## src/rtl/button_event_conditioner.sv

```systemverilog
// Pushbutton conditioner: 2-flop synchronizer, debounce FSM, registered
// press/release strobes and a saturating hold detector.
module button_event_conditioner #(
  parameter int DEBOUNCE_CYCLES = 4,
  parameter int HOLD_CYCLES     = 16
) (
  input  logic clk,
  input  logic rst,
  input  logic btn_n,
  output logic btn_clean_n,
  output logic press_pulse,
  output logic release_pulse,
  output logic hold_flag
);

  localparam int CW = $clog2(DEBOUNCE_CYCLES + 1);
  localparam int HW = $clog2(HOLD_CYCLES + 1);
  localparam logic [CW-1:0] CNT_LAST = CW'(DEBOUNCE_CYCLES - 1);
  localparam logic [HW-1:0] HOLD_MAX = HW'(HOLD_CYCLES);

  typedef enum logic [1:0] {
    RELEASED     = 2'd0,
    PRESS_WAIT   = 2'd1,
    PRESSED      = 2'd2,
    RELEASE_WAIT = 2'd3
  } state_e;

  logic          sync1_q, sync_n_q;
  state_e        state_q, state_d;
  logic [CW-1:0] cnt_q, cnt_d;
  logic [HW-1:0] hold_q, hold_d;
  logic          clean_n_q, clean_n_d;
  logic          press_q, press_d;
  logic          rel_q, rel_d;
  logic          hold_flag_q, hold_flag_d;

  always_comb begin
    state_d = state_q;
    cnt_d   = cnt_q;
    hold_d  = hold_q;
    press_d = 1'b0;
    rel_d   = 1'b0;
    if ((state_q == PRESSED || state_q == RELEASE_WAIT) && hold_q != HOLD_MAX)
      hold_d = hold_q + HW'(1);
    case (state_q)
      RELEASED: begin
        if (!sync_n_q) begin
          state_d = PRESS_WAIT;
          cnt_d   = CW'(1);
        end else begin
          cnt_d   = '0;
        end
      end
      PRESS_WAIT: begin
        if (sync_n_q) begin
          state_d = RELEASED;
          cnt_d   = '0;
        end else if (cnt_q == CNT_LAST) begin
          state_d = PRESSED;
          cnt_d   = '0;
          hold_d  = '0;
          press_d = 1'b1;
        end else begin
          cnt_d   = cnt_q + CW'(1);
        end
      end
      PRESSED: begin
        if (sync_n_q) begin
          state_d = RELEASE_WAIT;
          cnt_d   = CW'(1);
        end
      end
      RELEASE_WAIT: begin
        // A bounce back to pressed keeps the hold count running.
        if (!sync_n_q) begin
          state_d = PRESSED;
          cnt_d   = '0;
        end else if (cnt_q == CNT_LAST) begin
          state_d = RELEASED;
          cnt_d   = '0;
          rel_d   = 1'b1;
        end else begin
          cnt_d   = cnt_q + CW'(1);
        end
      end
      default: begin
        state_d = RELEASED;
        cnt_d   = '0;
      end
    endcase
    clean_n_d   = !(state_d == PRESSED || state_d == RELEASE_WAIT);
    hold_flag_d = !clean_n_d && (hold_d == HOLD_MAX);
  end

  always_ff @(posedge clk or negedge rst) begin
    if (!rst) begin
      sync1_q     <= 1'b1;
      sync_n_q    <= 1'b1;
      state_q     <= RELEASED;
      cnt_q       <= '0;
      hold_q      <= '0;
      clean_n_q   <= 1'b1;
      press_q     <= 1'b0;
      rel_q       <= 1'b0;
      hold_flag_q <= 1'b0;
    end else begin
      sync1_q     <= btn_n;
      sync_n_q    <= sync1_q;
      state_q     <= state_d;
      cnt_q       <= cnt_d;
      hold_q      <= hold_d;
      clean_n_q   <= clean_n_d;
      press_q     <= press_d;
      rel_q       <= rel_d;
      hold_flag_q <= hold_flag_d;
    end
  end

  assign btn_clean_n   = clean_n_q;
  assign press_pulse   = press_q;
  assign release_pulse = rel_q;
  assign hold_flag     = hold_flag_q;

endmodule

```

## config.mk

```make
export PLATFORM = sky130hd
export DESIGN_NAME = button_event_conditioner
export DESIGN_NICKNAME = d
export VERILOG_FILES = /design/src/rtl/button_event_conditioner.sv
export SDC_FILE = /design/constraint.sdc
export NUM_CORES = 1
export LEC_CHECK = 0
export BUFFER_PORTS_ARGS = -buffer_cell sky130_fd_sc_hd__buf_2
export CAP_MARGIN = 0
export CORE_MARGIN = 5
export CORE_UTILIZATION = 29
export CTS_CLUSTER_SIZE = 24
export DETAILED_ROUTE_END_ITERATION = 10
export MAX_ROUTING_LAYER = met4
export REMOVE_ABC_BUFFERS = 1
export SETUP_SLACK_MARGIN = 0.1
export SKIP_LAST_GASP = 1
export SYNTH_ARGS = -nofsm -noshare
export SYNTH_HDL_FRONTEND = slang
export SYNTH_SLANG_ARGS = --single-unit
```

## constraint.sdc

```tcl
create_clock -name clk -period 4.35 [get_ports clk]
set_input_delay 0.435 -clock clk [delete_from_list [all_inputs] [get_ports clk]]
set_output_delay 0.435 -clock clk [all_outputs]
set_load 0.05 [all_outputs]
```

==> reports/summary.txt <==
Reg2reg end = hold_flag$_DFF_PN0_
Largest net degree at the start of global routing = 17
Core area = 0.00252 sq mm
Die width = 61.8 microns
Crit path largest cell delay = 0.41 ns
Initial drt markers = 5
Final setup margin = 2.63 ns
Synthesized area per cell = 11.6 sq um
Total power = 0.538 mW
Post-CTS setup buffers = 0
Vias in the first global route = 544
Critical path origin = hold_q[0]$_DFF_PN0_
Final ANT Viol Nets = 0
DP Area = 833 sq um
CTS root buffer = clkbuf_4
Worst path depth = 6
Setup TNS = 0 ns
Tcrit/Tclk final = 0.396
Initial core utilization = 0.308
Final min period = 1.72 ns
Synthesized area = 777 sq um
CTS tree = done
Via count = 499
Warnings from Yosys = 0
WL/cell = 12.3 microns
Grt ovf = 0
Crit-path cells = inv_1 > ha_1 > and4bb_1 > nor2_1 > mux2_4 > nor4b_4
Buffers on Ports = 6
Antenna diodes = 0
# DRC = 0
RSZ-0062 raised after global routing = no
Max Slew Vio Count = 0
DR pass1 iterations = 4
CP max-delay cell = dfrtp_1
Vias per std cell = 4.71
Leakage power = 0.423 nW
Max_cap viols = 0
Max Buffers Root-to-Sink = 2
Reg-to-Reg Start = hold_q[0]$_DFF_PN0_
PwrDens = 618 mW/mm^2
Detailed-route wire length = 1310 microns
Number of top-level pins = 7
Synth cell types = 31
Die H = 61.8 microns
Area Growth Syn to Fin = 11.9%
Post-CTS Resized = 0
Crit path required time = 4.55 ns
Total Nets Final = 83
Placed instance count = 102
# clock sinks = 16
First-pass GRT wire length = 2370 microns
Seq/Total Area, Yosys = 0.520
Largest delay share family, worst path = simple AND/OR/NAND/NOR gates
Reg2reg setup slack = 2.63 ns
Worst Clk Skew = 0.00542 ns
Synthesized instance count = 67
Critical path buffer and inverter count = 1
GPL Wtd Cong = 0.792
Final setup vio count = 0
Outcome = finished clean
Rel. slew slack = 0.762
#FFs+latches synth = 16
Antenna violations before repair = 0
CTS Buf Count = 3
H-tree depth = 1
Max IR drop VDD = 0.000337 V
Final hold vios = 0
Worst-Margin Slew = 0.357 ns
F_max = 580 MHz
Layout cells sized above 1 = 0.263
Hold crit path type = input port to async pin
Worst Setup Start Kind = register
Cts hold-fix bufs = 0
Crit Path Class = register to register
Die footprint = 0.00381 sq mm
R2r worst-path depth = 6
Post-DP HPWL = 943 microns
Total GRT Usage = 0.0881
Worst slack, placed = 2.68 ns
Non-filler cells in the finished layout = 106
Clock Pin Slew Worst Setup and Hold Paths = 0.10 ns
Worst Setup EP = hold_flag$_DFF_PN0_
Worst-Skew Late Latency = 0.28 ns
Post-route cell area = 870 sq um
Row count = 18
Critical Path AT = 1.93 ns
Setup crit end kind = register
Worst-path fanout max = 5
[state kept, by name, summed over array words and instances, names as in the netlist]
signal         flops
cnt_q              3
hold_flag          1
sync_n_q           1
state_q            2
release_pulse      1
hold_q             5
sync1_q            1
btn_clean_n        1
press_pulse        1
[routing by layer]
metal  share of wire  wire length (microns)  GRT usage  vias to the layer above
met5               0                      0          -                        -
met4               0                      0     0.0364                        0
met3           0.040                     52     0.0289                        0
met2            0.45                    587      0.123                        6
met1            0.51                    666      0.117                      245
li1                -                      -          -                      248
[cells in the mapped netlist]
cell | instances | area [sq um]
a21boi_0 | 2 | 15.0
a21oi_1 | 3 | 15.0
a21oi_2 | 1 | 8.76
a221oi_1 | 1 | 8.76
a2bb2oi_1 | 1 | 8.76
and3b_2 | 1 | 10.0
and4bb_1 | 1 | 12.5
buf_6 | 1 | 11.3
dfrtp_1 | 13 | 325
dfstp_2 | 3 | 78.8
ha_1 | 3 | 37.5
inv_1 | 4 | 15.0
mux2_4 | 1 | 15.0
nand2_1 | 4 | 15.0
nand2b_1 | 1 | 6.26
nand3b_1 | 2 | 15.0
nand4_1 | 2 | 12.5
nor2_1 | 8 | 30.0
nor2_8 | 1 | 20.0
nor2b_1 | 2 | 12.5
nor3_1 | 1 | 5.00
nor3b_1 | 1 | 7.51
nor4b_4 | 1 | 23.8
o21ai_0 | 1 | 5.00
o21bai_1 | 1 | 7.51
o22ai_1 | 1 | 6.26
or2_2 | 1 | 6.26
or2b_1 | 1 | 7.51
or3_1 | 1 | 6.26
or3b_4 | 1 | 11.3
xor2_1 | 2 | 17.5
[per-stage QoR]
stage                      util  hold WS (ns)
after floorplan               -         0.139
after global placement    0.330         0.349
after detailed placement  0.330         0.351
after CTS                 0.345        0.0482
after global routing      0.345        0.0591
final                     0.345        0.0425
[worst register-to-register path: stages, from the launching register on]
cell	delay [ns]
dfrtp_1	0.41
inv_1	0.06
ha_1	0.21
and4bb_1	0.23
nor2_1	0.14
mux2_4	0.33
nor4b_4	0.26
[layout by cell type (no fill, tap or decap), drive strengths merged]
cell,n
a221oi,1
or2,1
and4bb,1
nand3b,2
o21ai,1
nor4b,1
buf,6
nand2,4
or3,1
a21boi,2
ha,3
and3b,1
mux2,1
or2b,1
a2bb2oi,1
nor3,1
inv,4
nand2b,1
xor2,2
clkbuf,4
dfrtp,13
o21bai,1
nor2b,2
or3b,1
nand4,2
nor3b,1
o22ai,1
nor2,9
a21oi,4
dfstp,3
[layout make-up]
type                    instances  area [sq um]
clock buffers                   4          36.3
multi-input cells              46           347
inverters                       4          15.0
flip-flops and latches         16           404
fillers                       249          1650
well taps                      30          37.5
repair buffers                  6          30.0
[power breakdown]
| part | total, mW | internal, mW | switching, mW | leakage [nW] |
|---|---|---|---|---|
| clock | 0.0979 | 0.0509 | 0.0470 | 0.0210 |
| combinational | 0.203 | 0.0883 | 0.115 | 0.201 |
| sequential | 0.237 | 0.193 | 0.0437 | 0.202 |
[worst min-delay path by stage]
stage                            from                     to  slack [ns]
finish                            rst  press_pulse$_DFF_PN0_        0.04
global placement    sync1_q$_DFF_PN1_     sync_n_q$_DFF_PN1_        0.35
CTS                               rst  press_pulse$_DFF_PN0_        0.05
global route                      rst  press_pulse$_DFF_PN0_        0.06
floorplan                         rst   cnt_q[0]$_DFFE_PN0P_        0.14
detailed placement  sync1_q$_DFF_PN1_     sync_n_q$_DFF_PN1_        0.35
[kinds of logic (layout without fill, tap and decap cells)]
| group | after synthesis | count (layout) | synth area share |
|---|---|---|---|
| AOI/OAI and AO/OA | 11 | 11 | 0.0966 |
| and+or+nand+nor | 29 | 29 | 0.259 |
| buffers and inverters | 5 | 14 | 0.0338 |
| muxes | 1 | 1 | 0.0193 |
| DFF | 16 | 16 | 0.520 |
| xor gates and xnor gates | 2 | 2 | 0.0225 |
| adders and majority gates | 3 | 3 | 0.0483 |
Note: power is estimated with default switching activity, not from simulation.
